## src/rtl/wb_port_arbiter_if.sv

```systemverilog
// Bus bundle for wb_port_arbiter: two producer request channels and the
// register-file write port. The arbiter uses the slave modport; the
// producers and the register file together form the master side.
interface wb_port_arbiter_if #(
    parameter int WORD_SIZE = 32
);
    // Requester A: execute-stage results
    logic                 a_valid;
    logic                 a_ready;
    logic [WORD_SIZE-1:0] a_data;
    logic [4:0]           a_rd;
    // Requester B: load-unit results
    logic                 b_valid;
    logic                 b_ready;
    logic [WORD_SIZE-1:0] b_data;
    logic [4:0]           b_rd;
    // Register-file write port
    logic [WORD_SIZE-1:0] write_data;
    logic [4:0]           write_addr;
    logic                 write_enable_out;
    logic                 busy;

    modport master (
        output a_valid, a_data, a_rd, b_valid, b_data, b_rd,
        input  a_ready, b_ready, write_data, write_addr, write_enable_out, busy
    );

    modport slave (
        input  a_valid, a_data, a_rd, b_valid, b_data, b_rd,
        output a_ready, b_ready, write_data, write_addr, write_enable_out, busy
    );
endinterface

```

## src/rtl/wb_port_arbiter.sv

```systemverilog
// wb_port_arbiter: shares the register-file write port between the execute
// stage (requester A) and the load unit (requester B). Each requester feeds a
// 2-entry FIFO; a round-robin arbiter drains one head per cycle into a
// registered write port. Writes to x0 are consumed without a write strobe.
// Optional macro WB_ARB_STATS_EN adds conflict_count / stall_count outputs.
//
// Handshake: x_ready is high whenever queue x holds fewer than QUEUE_DEPTH
// entries and depends only on registered state. An entry is pushed on the
// rising clock edge where x_valid && x_ready; a producer holding x_valid
// while x_ready is low simply retries on later cycles.
module wb_port_arbiter #(
    parameter int WORD_SIZE   = 32,
    parameter int QUEUE_DEPTH = 2    // only 2 is supported
) (
    input  logic               clock,
    input  logic               reset,
    wb_port_arbiter_if.slave   bus
`ifdef WB_ARB_STATS_EN
    ,
    output logic [31:0]        conflict_count,
    output logic [31:0]        stall_count
`endif
);
    localparam int ENTRY_W = 5 + WORD_SIZE;

    // Index 0 = requester A, index 1 = requester B.
    logic [ENTRY_W-1:0] mem_q   [2][2];
    logic [1:0]         count_q [2];
    logic [1:0]         count_d [2];
    logic [1:0]         wptr_q;
    logic [1:0]         rptr_q;
    logic [ENTRY_W-1:0] req_entry [2];
    logic [ENTRY_W-1:0] head      [2];
    logic [1:0]         req_valid;
    logic [1:0]         req_ready;
    logic [1:0]         nonempty;
    logic [1:0]         push;
    logic [1:0]         pop;

    logic               last_grant_q;   // 0 = A granted last, 1 = B
    logic               grant_a;
    logic               grant_b;
    logic [ENTRY_W-1:0] gnt_entry;
    logic [4:0]         gnt_rd;
    logic [WORD_SIZE-1:0] gnt_data;

    logic [WORD_SIZE-1:0] wdata_q;
    logic [4:0]           waddr_q;
    logic                 we_q;

    // Gather requester inputs and derive queue status and push strobes.
    always_comb begin
        req_valid    = {bus.b_valid, bus.a_valid};
        req_entry[0] = {bus.a_rd, bus.a_data};
        req_entry[1] = {bus.b_rd, bus.b_data};
        for (int r = 0; r < 2; r++) begin
            nonempty[r]  = (count_q[r] != 2'd0);
            req_ready[r] = (count_q[r] < 2'(QUEUE_DEPTH));
            push[r]      = req_valid[r] && req_ready[r];
            head[r]      = mem_q[r][rptr_q[r]];
        end
    end

    // Round-robin grant: a lone non-empty queue wins; on conflict the side
    // that did not win last time wins.
    always_comb begin
        grant_a   = nonempty[0] && (!nonempty[1] || last_grant_q);
        grant_b   = nonempty[1] && !grant_a;
        pop       = {grant_b, grant_a};
        gnt_entry = grant_a ? head[0] : head[1];
        gnt_rd    = gnt_entry[ENTRY_W-1 -: 5];
        gnt_data  = gnt_entry[WORD_SIZE-1:0];
    end

    // Next occupancy per queue; push and pop may coincide.
    always_comb begin
        for (int r = 0; r < 2; r++) begin
            count_d[r] = count_q[r] + {1'b0, push[r]} - {1'b0, pop[r]};
        end
    end

    // Queue storage is not reset; occupancy and pointers say what is valid.
    always_ff @(posedge clock) begin
        for (int r = 0; r < 2; r++) begin
            if (push[r]) begin
                mem_q[r][wptr_q[r]] <= req_entry[r];
            end
        end
    end

    // Queue pointers, occupancy and round-robin history.
    always_ff @(posedge clock or posedge reset) begin
        if (reset) begin
            count_q[0]   <= 2'd0;
            count_q[1]   <= 2'd0;
            wptr_q       <= 2'b00;
            rptr_q       <= 2'b00;
            last_grant_q <= 1'b1;
        end else begin
            for (int r = 0; r < 2; r++) begin
                count_q[r] <= count_d[r];
                if (push[r]) wptr_q[r] <= ~wptr_q[r];
                if (pop[r])  rptr_q[r] <= ~rptr_q[r];
            end
            if (grant_a) begin
                last_grant_q <= 1'b0;
            end else if (grant_b) begin
                last_grant_q <= 1'b1;
            end
        end
    end

    // Registered write port: one strobe per granted non-x0 entry; an x0
    // entry clears address/data without strobing; idle cycles hold.
    always_ff @(posedge clock or posedge reset) begin
        if (reset) begin
            we_q    <= 1'b0;
            waddr_q <= 5'd0;
            wdata_q <= '0;
        end else if (grant_a || grant_b) begin
            we_q    <= (gnt_rd != 5'd0);
            waddr_q <= gnt_rd;
            wdata_q <= (gnt_rd != 5'd0) ? gnt_data : '0;
        end else begin
            we_q    <= 1'b0;
        end
    end

    assign bus.a_ready          = req_ready[0];
    assign bus.b_ready          = req_ready[1];
    assign bus.write_data       = wdata_q;
    assign bus.write_addr       = waddr_q;
    assign bus.write_enable_out = we_q;
    assign bus.busy             = nonempty[0] || nonempty[1] || we_q;

`ifdef WB_ARB_STATS_EN
    logic [31:0] conflict_q;
    logic [31:0] stall_q;

    // Event counters: both heads valid, and any producer held off this cycle.
    always_ff @(posedge clock or posedge reset) begin
        if (reset) begin
            conflict_q <= 32'd0;
            stall_q    <= 32'd0;
        end else begin
            conflict_q <= conflict_q + 32'(&nonempty);
            stall_q    <= stall_q + 32'(|(req_valid & ~req_ready));
        end
    end

    assign conflict_count = conflict_q;
    assign stall_count    = stall_q;
`endif
endmodule

```

## src/flat_wrapper.sv

```systemverilog
// flat-port wrapper written by rule: the top's interface ports become plain ports
module wb_port_arbiter_flat 
#(
    parameter int WORD_SIZE   = 32,
    parameter int QUEUE_DEPTH = 2                          
)
  (clock, reset, bus_a_valid, bus_a_data, bus_a_rd, bus_b_valid, bus_b_data, bus_b_rd, bus_a_ready, bus_b_ready, bus_write_data, bus_write_addr, bus_write_enable_out, bus_busy);
  wb_port_arbiter_if #(.WORD_SIZE(WORD_SIZE)) bus_i ();
  input  logic clock;
  input  logic reset;
  input wire logic [$bits(bus_i.a_valid)-1:0] bus_a_valid;
  input wire logic [$bits(bus_i.a_data)-1:0] bus_a_data;
  input wire logic [$bits(bus_i.a_rd)-1:0] bus_a_rd;
  input wire logic [$bits(bus_i.b_valid)-1:0] bus_b_valid;
  input wire logic [$bits(bus_i.b_data)-1:0] bus_b_data;
  input wire logic [$bits(bus_i.b_rd)-1:0] bus_b_rd;
  output wire logic [$bits(bus_i.a_ready)-1:0] bus_a_ready;
  output wire logic [$bits(bus_i.b_ready)-1:0] bus_b_ready;
  output wire logic [$bits(bus_i.write_data)-1:0] bus_write_data;
  output wire logic [$bits(bus_i.write_addr)-1:0] bus_write_addr;
  output wire logic [$bits(bus_i.write_enable_out)-1:0] bus_write_enable_out;
  output wire logic [$bits(bus_i.busy)-1:0] bus_busy;
  assign bus_i.a_valid = bus_a_valid;
  assign bus_i.a_data = bus_a_data;
  assign bus_i.a_rd = bus_a_rd;
  assign bus_i.b_valid = bus_b_valid;
  assign bus_i.b_data = bus_b_data;
  assign bus_i.b_rd = bus_b_rd;
  assign bus_a_ready = bus_i.a_ready;
  assign bus_b_ready = bus_i.b_ready;
  assign bus_write_data = bus_i.write_data;
  assign bus_write_addr = bus_i.write_addr;
  assign bus_write_enable_out = bus_i.write_enable_out;
  assign bus_busy = bus_i.busy;
  wb_port_arbiter #(.WORD_SIZE(WORD_SIZE), .QUEUE_DEPTH(QUEUE_DEPTH)) u_core (.clock(clock), .reset(reset), .bus(bus_i));
endmodule
```

## config.mk

```make
export PLATFORM = sky130hd
export DESIGN_NAME = wb_port_arbiter_flat
export DESIGN_NICKNAME = d
export VERILOG_FILES = /design/src/rtl/wb_port_arbiter_if.sv /design/src/rtl/wb_port_arbiter.sv /design/src/flat_wrapper.sv
export SDC_FILE = /design/constraint.sdc
export NUM_CORES = 1
export LEC_CHECK = 0
export ABC_AREA = 0
export BUFFER_PORTS_ARGS = -buffer_cell sky130_fd_sc_hd__buf_2
export CAP_MARGIN = 20
export CORE_ASPECT_RATIO = 0.6
export CORE_UTILIZATION = 30
export DETAILED_ROUTE_END_ITERATION = 8
export MAX_ROUTING_LAYER = met4
export SLEW_MARGIN = 0
export SYNTH_ARGS = -nofsm -noshare
export SYNTH_HDL_FRONTEND = slang
export SYNTH_SLANG_ARGS = --single-unit
```

## constraint.sdc

```tcl
create_clock -name clock -period 3.1 [get_ports clock]
set_clock_uncertainty 0.05 [all_clocks]
set_input_delay 0.465 -clock clock [delete_from_list [all_inputs] [get_ports clock]]
set_output_delay 0.465 -clock clock [all_outputs]
set_load 0.01 [all_outputs]
```

======== Word-level counts from Yosys, hierarchy flattened ========
Memories as Yosys holds them, arrays and structs flattened.
Index checks and enable logic that the tools add are counted.
cells by class
  $add $sub $neg .......................... 4
  magnitude comparators ................... 8
  multiplexer cells ....................... 19
  bitwise logic cells ..................... 8
  reduce and logical (&&, ||, !) cells .... 16
operator list
  operator                                                     count
  two-way mux 37 bit                                           9
  two-way mux 74 bit                                           2
  demux 37 bit (select 1 bit)                                  2
  two-way mux 32 bit                                           1
  >= comparator 2 bit (second input constant)                  4
  NOT 1 -> 2 bit                                               4
  logical AND 1 bit                                            6
  nonzero test 2 bit                                           3
  two-way mux 1 bit                                            5
  nonzero test 5 bit                                           1
  adder 2 x 1 -> 2 bit                                         2
  logical OR 1 bit                                             4
  less-than comparator 2 x 1 -> 1 bit (second input constant)  2
  less-than comparator 2 bit (second input constant)           2
  NOT 1 bit                                                    4
  subtractor 2 x 1 -> 2 bit                                    2
  logical NOT 1 bit                                            2
storage, ports and cells
  bits in registers ....................... 47
  memory bits (writable) .................. 148
  logic and storage cells ................. 66
  memories kept ........................... 1
memory list
  memory        depth  bits a word  read ports  clocked after memory_dff  wr ports  line                   source
  u_core.mem_q  2      74           2           0                         2         wb_port_arbiter.sv:27  logic [ENTRY_W-1:0] mem_q [2][2];

======== Logic depth before layout (Yosys ltp) ========
Gate-level depths: netlist of the first run.
  depth after elaboration ................. 8
  gate-level depth with buffers ........... 9

======== Worst setup path before layout of the first run ========
No wires, ideal clock.
  path type ............................... input to register
  start point ............................. input bus_b_valid
  end point ............................... memory u_core.mem_q[0][111] (netlist name), enable pin
  setup time .............................. 436 ps
  arrival time ............................ 2410 ps
  data required time ...................... 2614 ps
  path slack .............................. 204 ps
  stages on the path ...................... 2
  cell sequence ........................... nor2b_1 nor2b_1
RTL lines
  element      line                   source
  from (decl)  flat_wrapper.sv:14     input wire logic [$bits(bus_i.b_valid)-1:0] bus_b_valid;
  to (decl)    wb_port_arbiter.sv:27

======== Worst setup path in the final report of the first run ========
  start point ............................. register u_core.count_q[1] (netlist name)
  end point ............................... register u_core.wdata_q[12], in the netlist u_core.bus.write_data[12]
between the ends
  longest elaborated chain between the ends .. 7
  elaborated cells between the ends (all ways) .. 10
  classes of those cells .................. 2 x mux; 8 x reduce/logical
RTL lines
  element                                                  line                                            source
  from (decl)                                              wb_port_arbiter.sv:28                           logic [1:0] count_q [2];
  from (signal, indexed assignment)                        wb_port_arbiter.sv:101                          count_q[r] <= count_d[r];
  nonzero test 2 bit (*)                                   wb_port_arbiter.sv:57                           nonempty[r] = (count_q[r] != 2'd0);
  logical NOT 1 bit                                        wb_port_arbiter.sv:67                           grant_a = nonempty[0] && (!nonempty[1] || last_grant_q);
  logical OR 1 bit                                         wb_port_arbiter.sv:67
  logical AND 1 bit                                        wb_port_arbiter.sv:67
  two-way mux 37 bit or logical NOT 1 bit (tied branches)  wb_port_arbiter.sv:70, wb_port_arbiter.sv:68
  nonzero test 5 bit or logical AND 1 bit (tied branches)  wb_port_arbiter.sv:123, wb_port_arbiter.sv:68
  two-way mux 32 bit or logical OR 1 bit (tied branches)   wb_port_arbiter.sv:123, wb_port_arbiter.sv:120
  to (signal assigned)                                     wb_port_arbiter.sv:123                          wdata_q <= (gnt_rd != 5'd0) ? gnt_data : '0;
  to (decl)                                                wb_port_arbiter.sv:47                           logic [WORD_SIZE-1:0] wdata_q;
Every way passes the cells marked *; elsewhere a longest branch is shown, timed or not.
A chain may end at the register's enable or synchronous reset.

==> results of run 1 <==
## cell type report
class,instances,area [um^2]
inverters,5,18.8
clock inverters,13,135
clock buffers,19,433
multi-input cells,255,1990
fillers,2386,16000
flip-flops and latches,195,5620
diodes,2,5.00
repair buffers,138,753
well taps,329,412
## per-layer routing
metal | up-vias | track usage [%] | share of wire [%]
met3 | 8 | 4.26 | 6.9
met1 | 2198 | 21.0 | 51
met2 | 136 | 19.8 | 42
li1 | 2140 | - | -
met4 | 0 | 3.39 | 0.43
met5 | - | - | 0
## sequential cells by signal, indices dropped and copies added (netlist names)
signal                       cells
u_core.bus.write_addr            5
u_core.bus.write_data           32
u_core.bus.write_enable_out      1
u_core.count_q                   4
u_core.last_grant_q              1
u_core.mem_q                   148
u_core.rptr_q                    2
u_core.wptr_q                    2
## worst reg2reg max path, cell delays in order, from the launching register on
cell and delay [ns]:
dfrtp_1 0.46, o21ba_2 0.30, or2_2 0.46, a32o_2 0.31, buf_4 0.25, o41ai_2 0.41
## cell families (layout without fill, tap and decap cells)
group | count (synthesis) | after routing | synth area share (%)
flip-flops | 195 | 195 | 72.4
AND/OR/NAND/NOR | 123 | 123 | 8.72
AO/OA/AOI/OAI | 113 | 113 | 14.1
buffers and inverters | 39 | 175 | 2.27
multiplexers | 9 | 9 | 1.21
XOR/XNOR | 7 | 7 | 0.790
adder cells (fa/ha/maj) | 3 | 3 | 0.484
other | 0 | 2 | 0
## power breakdown
group / internal (mW) / leakage (nW) / switching [mW] / total, mW
sequential: 3.62 / 1.92 / 0.356 / 3.98
combinational: 1.31 / 1.19 / 2.04 / 3.35
clock: 1.19 / 0.277 / 0.961 / 2.15
total: 6.12 / 3.38 / 3.35 / 9.48
## final timing paths
kind	end	slack [ns]	cells past startpoint	start
setup / recovery	u_core.bus.write_data[12]$_DFFE_PP0P_	0.74	5	u_core.count_q[1]$_DFF_PP0_
setup reg to reg	u_core.bus.write_data[12]$_DFFE_PP0P_	0.74	5	u_core.count_q[1]$_DFF_PP0_
hold reg to reg	u_core.bus.write_data[6]$_DFFE_PP0P_	0.42	2	u_core.bus.write_data[6]$_DFFE_PP0P_
min in group clock	u_core.mem_q[0][145]$_DFFE_PP_	0.17	1	bus_b_rd[2]
hold / removal	u_core.bus.write_addr[4]$_DFFE_PP0P_	0.13	2	reset
max in group asynchronous	u_core.bus.write_data[21]$_DFFE_PP0P_	2.22	3	reset
## cell usage in the layout, fill, tap and decap left out, drive strengths merged, types with 2 or more instances in the layout
cell type  instances
o41ai             32
nand2             37
o22ai              2
inv                6
a21oi              2
edfxtp           148
clkinv             8
dfrtp             46
clkbuf            19
or4b               2
a211oi            67
and2               2
or4                2
nor2b             71
nor2               4
diode              2
mux2i              6
xor2               3
buf              138
ha                 3
bufinv             2
mux2               3
nor3               2
clkinvlp           2
xnor2              4
o21ai              5
## through the flow
| stage | power [mW] | area [um^2] | cells |
|---|---|---|---|
| floorplan | 6.23 | 7760 | 489 |
| CTS | 9.60 | 9370 | 954 |
| global route | 10.0 | 9370 | 956 |
| finish | 9.48 | 9370 | 956 |
| detailed placement | 7.45 | 8800 | 922 |
| global placement | 7.37 | 8800 | 922 |
==> results by group, run 1 <==
Run status
  • Status: finished, final reports clean

Timing
  • Setup slack after layout: 0.743 ns
  • RSZ-0062 raised after global routing: no
  • Worst-Margin Slew: 0.775 ns
  • Tmin final: 2.36 ns
  • Setup Viol. Count Final: 0
  • Final setup TNS: 0 ns
  • Share of the clock period used by the worst path: 76.0%
  • Max-slew violations: 0
  • Rel. slew slack: 48.3%
  • Final Hold Vio Count: 0
  • Maximum clock frequency: 0.424 GHz
  • WHS: 0.127 ns

GRT
  • Pin count of the biggest net entering global routing: 70
  • GRT overflow: 0
  • First-pass GRT wire length: 27300 um
  • Vias in the first global route: 4380
  • Initial antenna violation count: 2
  • GRT Util Overall: 14.5%

Clock network
  • Clock Path Buffers: 2
  • Post-CTS setup buffer count: 0
  • CTS buffer count: 17
  • Resized Gates After CTS: 0
  • Clk_lat worst skew: 0.43 ns
  • Root buffer cell: clkbuf_16
  • CTS clk-pin slew, worst paths: 0.07 ns
  • CTS tree: yes
  • Htree depth: 4
  • Hold_buf cts: 0
  • # clock sinks: 195

Floorplanning
  • Core Area: 25300 um^2
  • Die Y: 127 um
  • Row cnt: 45
  • Die Footprint: 26500 um^2
  • Io pins: 119
  • Initial Util: 30.6%
  • Die X: 210 um

Synth
  • Synth unique cells: 35
  • Count leader, synth: edfxtp_1
  • Register area share after synthesis: 72.4%
  • Syn Nets: 570
  • Top_reg_cell synth: edfxtp_1
  • Largest cells by area after synthesis: edfxtp_1 (57%), dfrtp_1 (15%), a211oi_1 (6.5%), o41ai_2 (6.1%), nor2b_1 (5.7%)
  • Cell taking the most area after synthesis: edfxtp_1
  • Commonest cells in the netlist: edfxtp_1 (148), nor2b_1 (71), a211oi_1 (67), dfrtp_1 (46), nand2_1 (37)
  • Ys async rst share: 24.1%
  • Synthesized flop and latch total: 195
  • Yosys warns: 0
  • Mapped cell area: 7760 um^2
  • Post-synth top area share: 57.3%
  • Avg Cell Area, Syn: 15.9 um^2
  • Post-synth EDFFs: 148
  • Syn Inst Count: 489

Route
  • Avg Vias per Cell: 4.69
  • Routed vias: 4482
  • WL/cell: 18.9 um
  • Detailed Route WL: 18100 um
  • DRT iter0 DRCs: 279
  • Final routed DRC violation total: 0
  • DRT Pass-1 Iters: 4
  • Final ANT Viol Nets: 0

Placement
  • Port bufs: 118
  • Place WS: 0.755 ns
  • Routability cong.: 0.773
  • Hpwl dp: 12100 um

Pwr
  • P_leak: 3.38 nW
  • Power Density: 1010 nW/um^2
  • Peak supply drop: 0.000400 V

Layout
  • Share of cells above drive strength 1: 34.1%
  • Synthesis-to-finish area growth: 20.8%
  • Nets@finish: 693
  • Fin util: 37.0%

Critical path
  • Delay-heaviest family, CP: compound AO/OA/AOI/OAI gates
  • Crit path DAT: 2.62 ns
  • Worst Path Required: 3.36 ns
  • CP Max Fanout: 21
  • Crit path max-delay cell type: dfrtp_1
  • Crit-path cells: o21ba_2 > or2_2 > a32o_2 > buf_4 > o41ai_2
  • Startpoint Class: flop
  • WP buf/inv: 1
  • Max incr delay on CP: 0.46 ns
  • Classification of the worst setup path: reg2reg
  • CP Capture Type: flop

Job
  • # Max-Cap Violations: 0

Worst hold path
  • HP Class: in2async
Note: power is estimated with default switching activity, not from simulation.
==> run 2, diff against run 1 <==
==> constraint.sdc (replaced) <==
create_clock -name clock -period 2.04 [get_ports clock]
set_clock_uncertainty 0.05 [all_clocks]
set_input_delay 0.306 -clock clock [delete_from_list [all_inputs] [get_ports clock]]
set_output_delay 0.306 -clock clock [all_outputs]
set_load 0.01 [all_outputs]
==> run 2 against run 1 <==
  * The run now ends with setup timing left
  * Die area stayed put
  * Sequential cell count is the same
  * Clock-buffer cell count is 1 higher
  * Register-to-register slack got worse by 0.75 ns
  * First-iteration DRC count is 12% higher
  * Non-clock buffer count increased by 66
  * Critical path depth is 1 higher
  * Sequential power grew 52%
  * Largest cell class unchanged
  * Highest routed layer unchanged
==> results by group, run 2 (synthesis gave the netlist of run 1 again) <==
Critical path
  • Register-to-Register Path Depth: 6 (+1)
  • Classification of the worst setup path: reg2reg
  • R2r startpoint: u_core.last_grant_q$_DFFE_PP1P_
  • CP Max Fanout: 8 (-62%)
  • CP Launch Point: u_core.last_grant_q$_DFFE_PP1P_
  • CP Capture Type: flop
  • Crit path DAT: 2.32 ns (-0.30 ns)
  • Worst Path Required: 2.32 ns (-1.04 ns)
  • Startpoint Class: flop

Pwr
  • Peak supply drop: 0.000777 V (+94%)
  • P_leak: 3.77 nW (+12%)
  • Power Density: 1500 nW/um^2 (+48%)
  • Final Power: 15.5 mW (+64%)

Clock network
  • Root buffer cell: clkbuf_16
  • Clk_lat worst skew: 0.44 ns (about the same)
  • Htree depth: 4 (unchanged)
  • Clock Path Buffers: 2 (unchanged)
  • CTS clk-pin slew, worst paths: 0.07 ns (about the same)
  • CTS tree: yes
  • CTS buffer count: 17 (unchanged)
  • # clock sinks: 195 (unchanged)

Worst hold path
  • Hold Path Origin: bus_b_data[29]
  • HP Class: in2reg
  • WHS Path Cells: 1

Route
  • Met3 routed WL: 1220 um (-2.6%)
  • Wl on met1: 8590 um (-6.8%)
  • Detailed Route WL: 19000 um (+4.8%)
  • DR top layer: met4
  • Final routed DRC violation total: 0 (unchanged)
  • DRT iter0 DRCs: 313 (+12%)
  • Final ANT Viol Nets: 0 (unchanged)
  • Met2 Routed Length: 8970 um (+18%)
  • Routed vias: 4854 (+8.3%)
  • WL/cell: 18.6 um (-1.8%)
  • DRT Pass-1 Iters: 4 (unchanged)
  • Avg Vias per Cell: 4.75 (+1.4%)

Floorplanning
  • Die Y: 127 um (unchanged)
  • Die X: 210 um (unchanged)
  • Io pins: 119 (unchanged)
  • Die Footprint: 26500 um^2 (unchanged)
  • Initial Util: 30.6% (unchanged)
  • Core Area: 25300 um^2 (unchanged)
  • Row cnt: 45 (unchanged)

Timing
  • Final Hold Vio Count: 0 (unchanged)
  • RSZ-0062 raised after global routing: yes
  • Setup Viol. Count Final: 1 (+1)
  • Maximum clock frequency: 0.489 GHz (+15%)
  • Max-slew violations: 0 (unchanged)
  • Share of the clock period used by the worst path: 100% (+24 points)
  • Worst-Margin Slew: 0.494 ns (-0.281 ns)
  • Setup slack after layout: -0.00505 ns (-0.748 ns)
  • Final setup TNS: -0.00505 ns (-0.00505 ns)
  • Rel. slew slack: 67.0% (+19 points)
  • Tmin final: 2.05 ns (-0.312 ns)

GRT
  • GRT Util Overall: 14.7% (+0.23 points)
  • Pin count of the biggest net entering global routing: 45 (-36%)
  • Initial antenna violation count: 1 (-1)
  • Vias in the first global route: 4884 (+12%)
  • First-pass GRT wire length: 27900 um (+2.4%)
  • GRT overflow: 0 (unchanged)

Placement
  • Routability cong.: 0.801 (+3.6%)
  • Place WS: 0.000658 ns (-0.754 ns)
  • DP Area: 8940 um^2 (+1.6%)
  • Hpwl dp: 12400 um (+2.3%)
  • Port bufs: 118 (unchanged)

Layout
  • Nets@finish: 759 (+9.5%)
  • Synthesis-to-finish area growth: 33.9%
  • Most common cell after layout, fill and taps aside: edfxtp_1
  • Finished Cell Area: 10400 um^2 (+11%)
  • Max reg flops: 148 (unchanged)
  • Share of cells above drive strength 1: 33.9% (-0.22 points)
  • Fin util: 41.0% (+4.0 points)
  • Most frequent cells in the layout: edfxtp_1 (148), buf_2 (117), nor2b_1 (69)

Job
  • # Max-Cap Violations: 0 (unchanged)

Run status
  • Status: finished, violations left
  • Failing checks: setup timing
[run 2: changes by cell type in the layout (fill, tap and decap cells not counted), sizes merged]
cell	delta
buf	+12
clkbuf	+3
clkinv	-2
clkinvlp	+1
diode	-1
dlygate4sd3	+52
[run 2: critical path: stages (launching register included)]
cell     delay [ns]
dfstp_2        0.54
o21ba_4        0.18
or2_4          0.24
a32o_2         0.26
buf_12         0.15
buf_12         0.15
o41ai_4        0.37
[run 2: final cells by class]
cell class | instances | area (um^2)
inverter | 5 | 18.8
multi-input combinational | 255 | 2210
clock inverter | 12 | 131
clock buffer | 20 | 447
antenna | 1 | 2.50
tap | 329 | 412
fill | 2320 | 14900
sequential | 195 | 5620
timing repair buffer | 204 | 1550
[run 2: path summary, 6_finish.rpt]
| path | to | slack [ns] |
|---|---|---|
| hold / removal | u_core.mem_q[0][103]$_DFFE_PP_ | 0.02 |
| max in group asynchronous | u_core.last_grant_q$_DFFE_PP1P_ | 0.94 |
| hold reg to reg | u_core.bus.write_addr[2]$_DFFE_PP0P_ | 0.43 |
| min in group asynchronous | u_core.bus.write_data[19]$_DFFE_PP0P_ | 0.39 |
| setup / recovery | u_core.bus.write_data[4]$_DFFE_PP0P_ | -0.005 |
| setup reg to reg | u_core.bus.write_data[4]$_DFFE_PP0P_ | -0.005 |
[run 2: where the power goes]
part	internal (mW)	switching, mW	leakage [nW]	total, mW
combinational	2.76	3.47	1.58	6.23
clock	1.84	1.43	0.274	3.27
sequential	5.51	0.538	1.92	6.05
[run 2: stage by stage]
step | hold slack (ns) | cells
floorplan | 0.355 | 489
global placement | 0.302 | 928
detailed placement | 0.313 | 928
CTS | 0.000624 | 1011
global route | 0.00270 | 1021
finish | 0.0214 | 1021
[run 2: per-layer routing]
metal,up-vias,track usage [%]
met3,19,3.84
li1,2273,-
met5,-,-
met4,0,4.38
met2,151,22.7
met1,2411,19.1
[run 2: timing repair]
| item | in CTS | in global routing |
|---|---|---|
| gates cloned | 0 | 2 |
| resized for setup | 2 | 29 |
| endpoints found under the setup margin | 2 | 32 |
| setup buffers | 2 | 4 |
| pin swaps | 1 | 17 |
| hold buffers | 49 | 3 |
| endpoints found under the hold margin | 113 | 6 |
==> run 3, diff against run 2 <==
--- a/config.mk
+++ b/config.mk
@@ -5,7 +5,7 @@
 export SDC_FILE = /design/constraint.sdc
 export NUM_CORES = 1
 export LEC_CHECK = 0
-export ABC_AREA = 0
+export ABC_AREA = 1
 export BUFFER_PORTS_ARGS = -buffer_cell sky130_fd_sc_hd__buf_2
 export CAP_MARGIN = 20
 export CORE_ASPECT_RATIO = 0.6
==> run 3 against run 2 <==
  * The flow now finishes without violations
  * Utilization decreased by 1.7 points
  * Worst hold slack about the same
  * Largest power group is now sequential cells
  * Sequential cell count did not move
  * Wire length rose by 1.9%
  * Clock-buffer cell count rose by 2
  * Sequential share of layout area is 2.3 points higher
  * Register-to-register slack improved by 0.16 ns
==> results by group, run 3 <==
Synth
  • Yosys warns: 0 (unchanged)
  • Ys async rst share: 24.1% (unchanged)
  • Syn Inst Count: 614 (+26%)
  • Synth unique cells: 27 (-23%)
  • Count leader, synth: nand2_1
  • Mapped cell area: 7780 um^2 (+0.21%)
  • Commonest cells in the netlist: nand2_1 (226), edfxtp_1 (148), dfrtp_1 (46), o21ai_0 (35), mux2i_1 (32)
  • Cell taking the most area after synthesis: edfxtp_1
  • Syn Nets: 695 (+22%)
  • Synthesized flop and latch total: 195 (unchanged)
  • Post-synth EDFFs: 148 (unchanged)
  • Top_reg_cell synth: edfxtp_1
  • Avg Cell Area, Syn: 12.7 um^2 (-20%)
  • Register area share after synthesis: 72.3% (-0.15 points)
  • Largest cells by area after synthesis: edfxtp_1 (57%), dfrtp_1 (15%), nand2_1 (11%), mux2i_1 (4.1%), nand3_2 (2.4%)
  • Post-synth top area share: 57.1% (-0.12 points)

Placement
  • Place WS: 0.176 ns (+0.175 ns)
  • Port bufs: 118 (unchanged)
  • Inst Count DP: 1077 (+16%)
  • Routability cong.: 0.765 (-4.4%)
  • Hpwl dp: 12700 um (+2.0%)

Floorplanning
  • Die Y: 127 um (+0.10%)
  • Row cnt: 45 (unchanged)
  • Core Area: 25400 um^2 (+0.22%)
  • Die Footprint: 26600 um^2 (+0.21%)
  • Io pins: 119 (unchanged)
  • Die X: 210 um (+0.10%)
  • Initial Util: 30.6% (about the same)

Pwr
  • P_leak: 4.20 nW (+11%)
  • Int Power: 9.23 mW (-8.7%)
  • Sw Share: 37.6% (+2.6 points)
  • Share of power burned in combinational logic: 37.6% (-2.5 points)
  • Register share of total power: 40.9% (+2.0 points)
  • Clk pwr share: 21.5% (+0.5 points)
  • Peak supply drop: 0.000780 V (+0.36%)
  • Power Density: 1480 nW/um^2 (-0.89%)
  • Net Sw Power: 5.56 mW (+2.2%)

GRT
  • Pin count of the biggest net entering global routing: 48 (+6.7%)
  • GRT overflow: 0 (unchanged)
  • Vias in the first global route: 4976 (+1.9%)
  • Initial antenna violation count: 1 (unchanged)
  • GRT Util Overall: 15.7% (+0.97 points)
  • First-pass GRT wire length: 29600 um (+6.1%)

Route
  • Final ANT Viol Nets: 0 (unchanged)
  • DRT iter0 DRCs: 291 (-7.0%)
  • Avg Vias per Cell: 4.38 (-7.8%)
  • Final routed DRC violation total: 0 (unchanged)
  • DRT Pass-1 Iters: 5 (+1)
  • Routed vias: 5097 (+5.0%)
  • Detailed Route WL: 19400 um (+1.9%)
  • WL/cell: 16.6 um (-11%)

Critical path
  • Classification of the worst setup path: reg2out
  • Crit path DAT: 1.58 ns (-0.74 ns)
  • CP Capture Type: primary output
  • Delay-heaviest family, CP: simple AND/OR/NAND/NOR gates
  • Max incr delay on CP: 0.41 ns (-0.13 ns)
  • WP buf/inv: 1 (-1)
  • CP Max Fanout: 4 (-4)
  • Startpoint Class: flop
  • Crit path max-delay cell type: dfrtp_1
  • Worst Path Required: 1.68 ns (-0.64 ns)
  • Crit-path cells: nor2_2 > nand2_2 > or2_2 > buf_2

Clock network
  • CTS buffer count: 17 (unchanged)
  • Htree depth: 4 (unchanged)
  • Root buffer cell: clkbuf_16
  • Clock Path Buffers: 2 (unchanged)
  • CTS clk-pin slew, worst paths: 0.07 ns (about the same)
  • # clock sinks: 195 (unchanged)
  • Clk_lat worst skew: 0.44 ns (about the same)
  • CTS tree: yes

Timing
  • Max-slew violations: 0 (unchanged)
  • Setup slack after layout: 0.108 ns (+0.113 ns)
  • Setup Viol. Count Final: 0 (-1)
  • Final Hold Vio Count: 0 (unchanged)
  • Rel. slew slack: 68.1% (+1.1 points)
  • Tmin final: 1.93 ns (-0.113 ns)
  • Worst-Margin Slew: 0.479 ns (-0.0153 ns)
  • RSZ-0062 raised after global routing: no
  • Share of the clock period used by the worst path: 94.7% (-5.5 points)
  • Maximum clock frequency: 0.518 GHz (+5.9%)

Layout
  • Synthesis-to-finish area growth: 28.2%
  • Most common cell after layout, fill and taps aside: nand2_1
  • Share of cells above drive strength 1: 26.2% (-7.7 points)
  • Most frequent cells in the layout: nand2_1 (225), edfxtp_1 (148), buf_2 (118)
  • Fin cells: 1163 (+14%)
  • Fin util: 39.3% (-1.7 points)
  • Nets@finish: 878 (+16%)
  • Max reg flops: 148 (unchanged)
  • FILL cells: 2461 (+6.1%)

Job
  • # Max-Cap Violations: 0 (unchanged)

Run status
  • Status: finished, final reports clean

Worst hold path
  • HP Class: in2reg
## run 3: cell types whose count changed in the layout (fill, tap and decap cells not counted), sizes merged, moves of 32 or more
| cell | delta |
|---|---|
| a211oi | -67 |
| o21ai | +37 |
| nand2 | +192 |
| nor2b | -71 |
| nand3 | +36 |
| o41ai | -32 |
## run 3: what timing repair did
| item | in CTS | in global routing |
|---|---|---|
| gates resized for setup | 0 | 1 |
| hold buffers | 43 | 9 |
| setup endpoints to repair | 0 | 2 |
| endpoints found under the hold margin | 128 | 18 |
| setup buffers | 0 | 1 |
## run 3: path summary, 6_finish.rpt
| kind | from | end | slack [ns] | cells after the start |
|---|---|---|---|---|
| worst max register to register | u_core.last_grant_q$_DFFE_PP1P_ | u_core.bus.write_data[31]$_DFFE_PP0P_ | 0.15 | 10 |
| min in group asynchronous | reset | u_core.bus.write_data[30]$_DFFE_PP0P_ | 0.41 | 4 |
| worst min-delay path | bus_b_data[13] | u_core.mem_q[0][124]$_DFFE_PP_ | 0.02 | 1 |
| worst max-delay path | u_core.count_q[1]$_DFF_PP0_ | bus_busy | 0.11 | 4 |
| max in group asynchronous | reset | u_core.last_grant_q$_DFFE_PP1P_ | 1.23 | 4 |
| worst min register to register | u_core.bus.write_data[4]$_DFFE_PP0P_ | u_core.bus.write_data[4]$_DFFE_PP0P_ | 0.43 | 2 |
## run 3: area by class of cell
type / instances / area (um^2) / area share [%]
tap: 352 / 440 / 4.42
clock buffer: 22 / 454 / 4.55
antenna: 1 / 2.50 / 0.0251
multi-input combinational: 370 / 1950 / 19.6
sequential: 195 / 5620 / 56.4
inverter: 19 / 71.3 / 0.715
clock inverter: 10 / 87.6 / 0.878
timing repair buffer: 194 / 1340 / 13.4
## run 3: kinds of logic (layout without fill, tap and decap cells)
group                    count (synthesis)  in the layout  synth area share, %
AO/OA/AOI/OAI                           47             47                 3.20
XOR/XNOR                                 7              7                0.788
multiplexers                            32             32                 4.12
buffers and inverters                   49            245                 3.06
AND/OR/NAND/NOR                        281            281                 16.1
adder cells (fa/ha/maj)                  3              3                0.483
other                                    0              1                    0
flip-flops                             195            195                 72.3
## run 3: worst register-to-register path, delay by kind of cell (launching register included)
kind	cells	cell delay [ns]
DFF	1	0.54
buffers and inverters	2	0.31
AOI/OAI and AO/OA	1	0.12
and+or+nand+nor	7	0.77
## run 3: power groups by stage
stage	Clock, mW	Combinational (mW)	Sequential [mW]
final	3.18	5.57	6.04
after detailed placement	0	5.55	6.10
after CTS	3.24	5.63	6.04
after global placement	0	5.46	6.10
after global routing	3.39	6.31	6.15
after floorplan	0	3.67	6.08
## run 3: metrics by stage
step / total power [mW] / hold WS, ns / cell area [um^2] / setup TNS, ns
final: 14.8 / 0.0213 / 9970 / 0
after global routing: 15.8 / 0.00152 / 9970 / 0
after floorplan: 9.74 / 0.355 / 7790 / -9.60
after detailed placement: 11.7 / 0.335 / 8900 / 0
after CTS: 14.9 / 0.000813 / 9870 / 0
after global placement: 11.6 / 0.341 / 8900 / 0
## run 3: layer usage
layer / routed length, um / up-vias / global-route usage [%]
li1: - / 2457 / -
met1: 10000 / 2478 / 22.9
met2: 8100 / 147 / 21.6
met3: 1040 / 15 / 3.94
met4: 172 / 0 / 3.86
met5: 0 / - / -
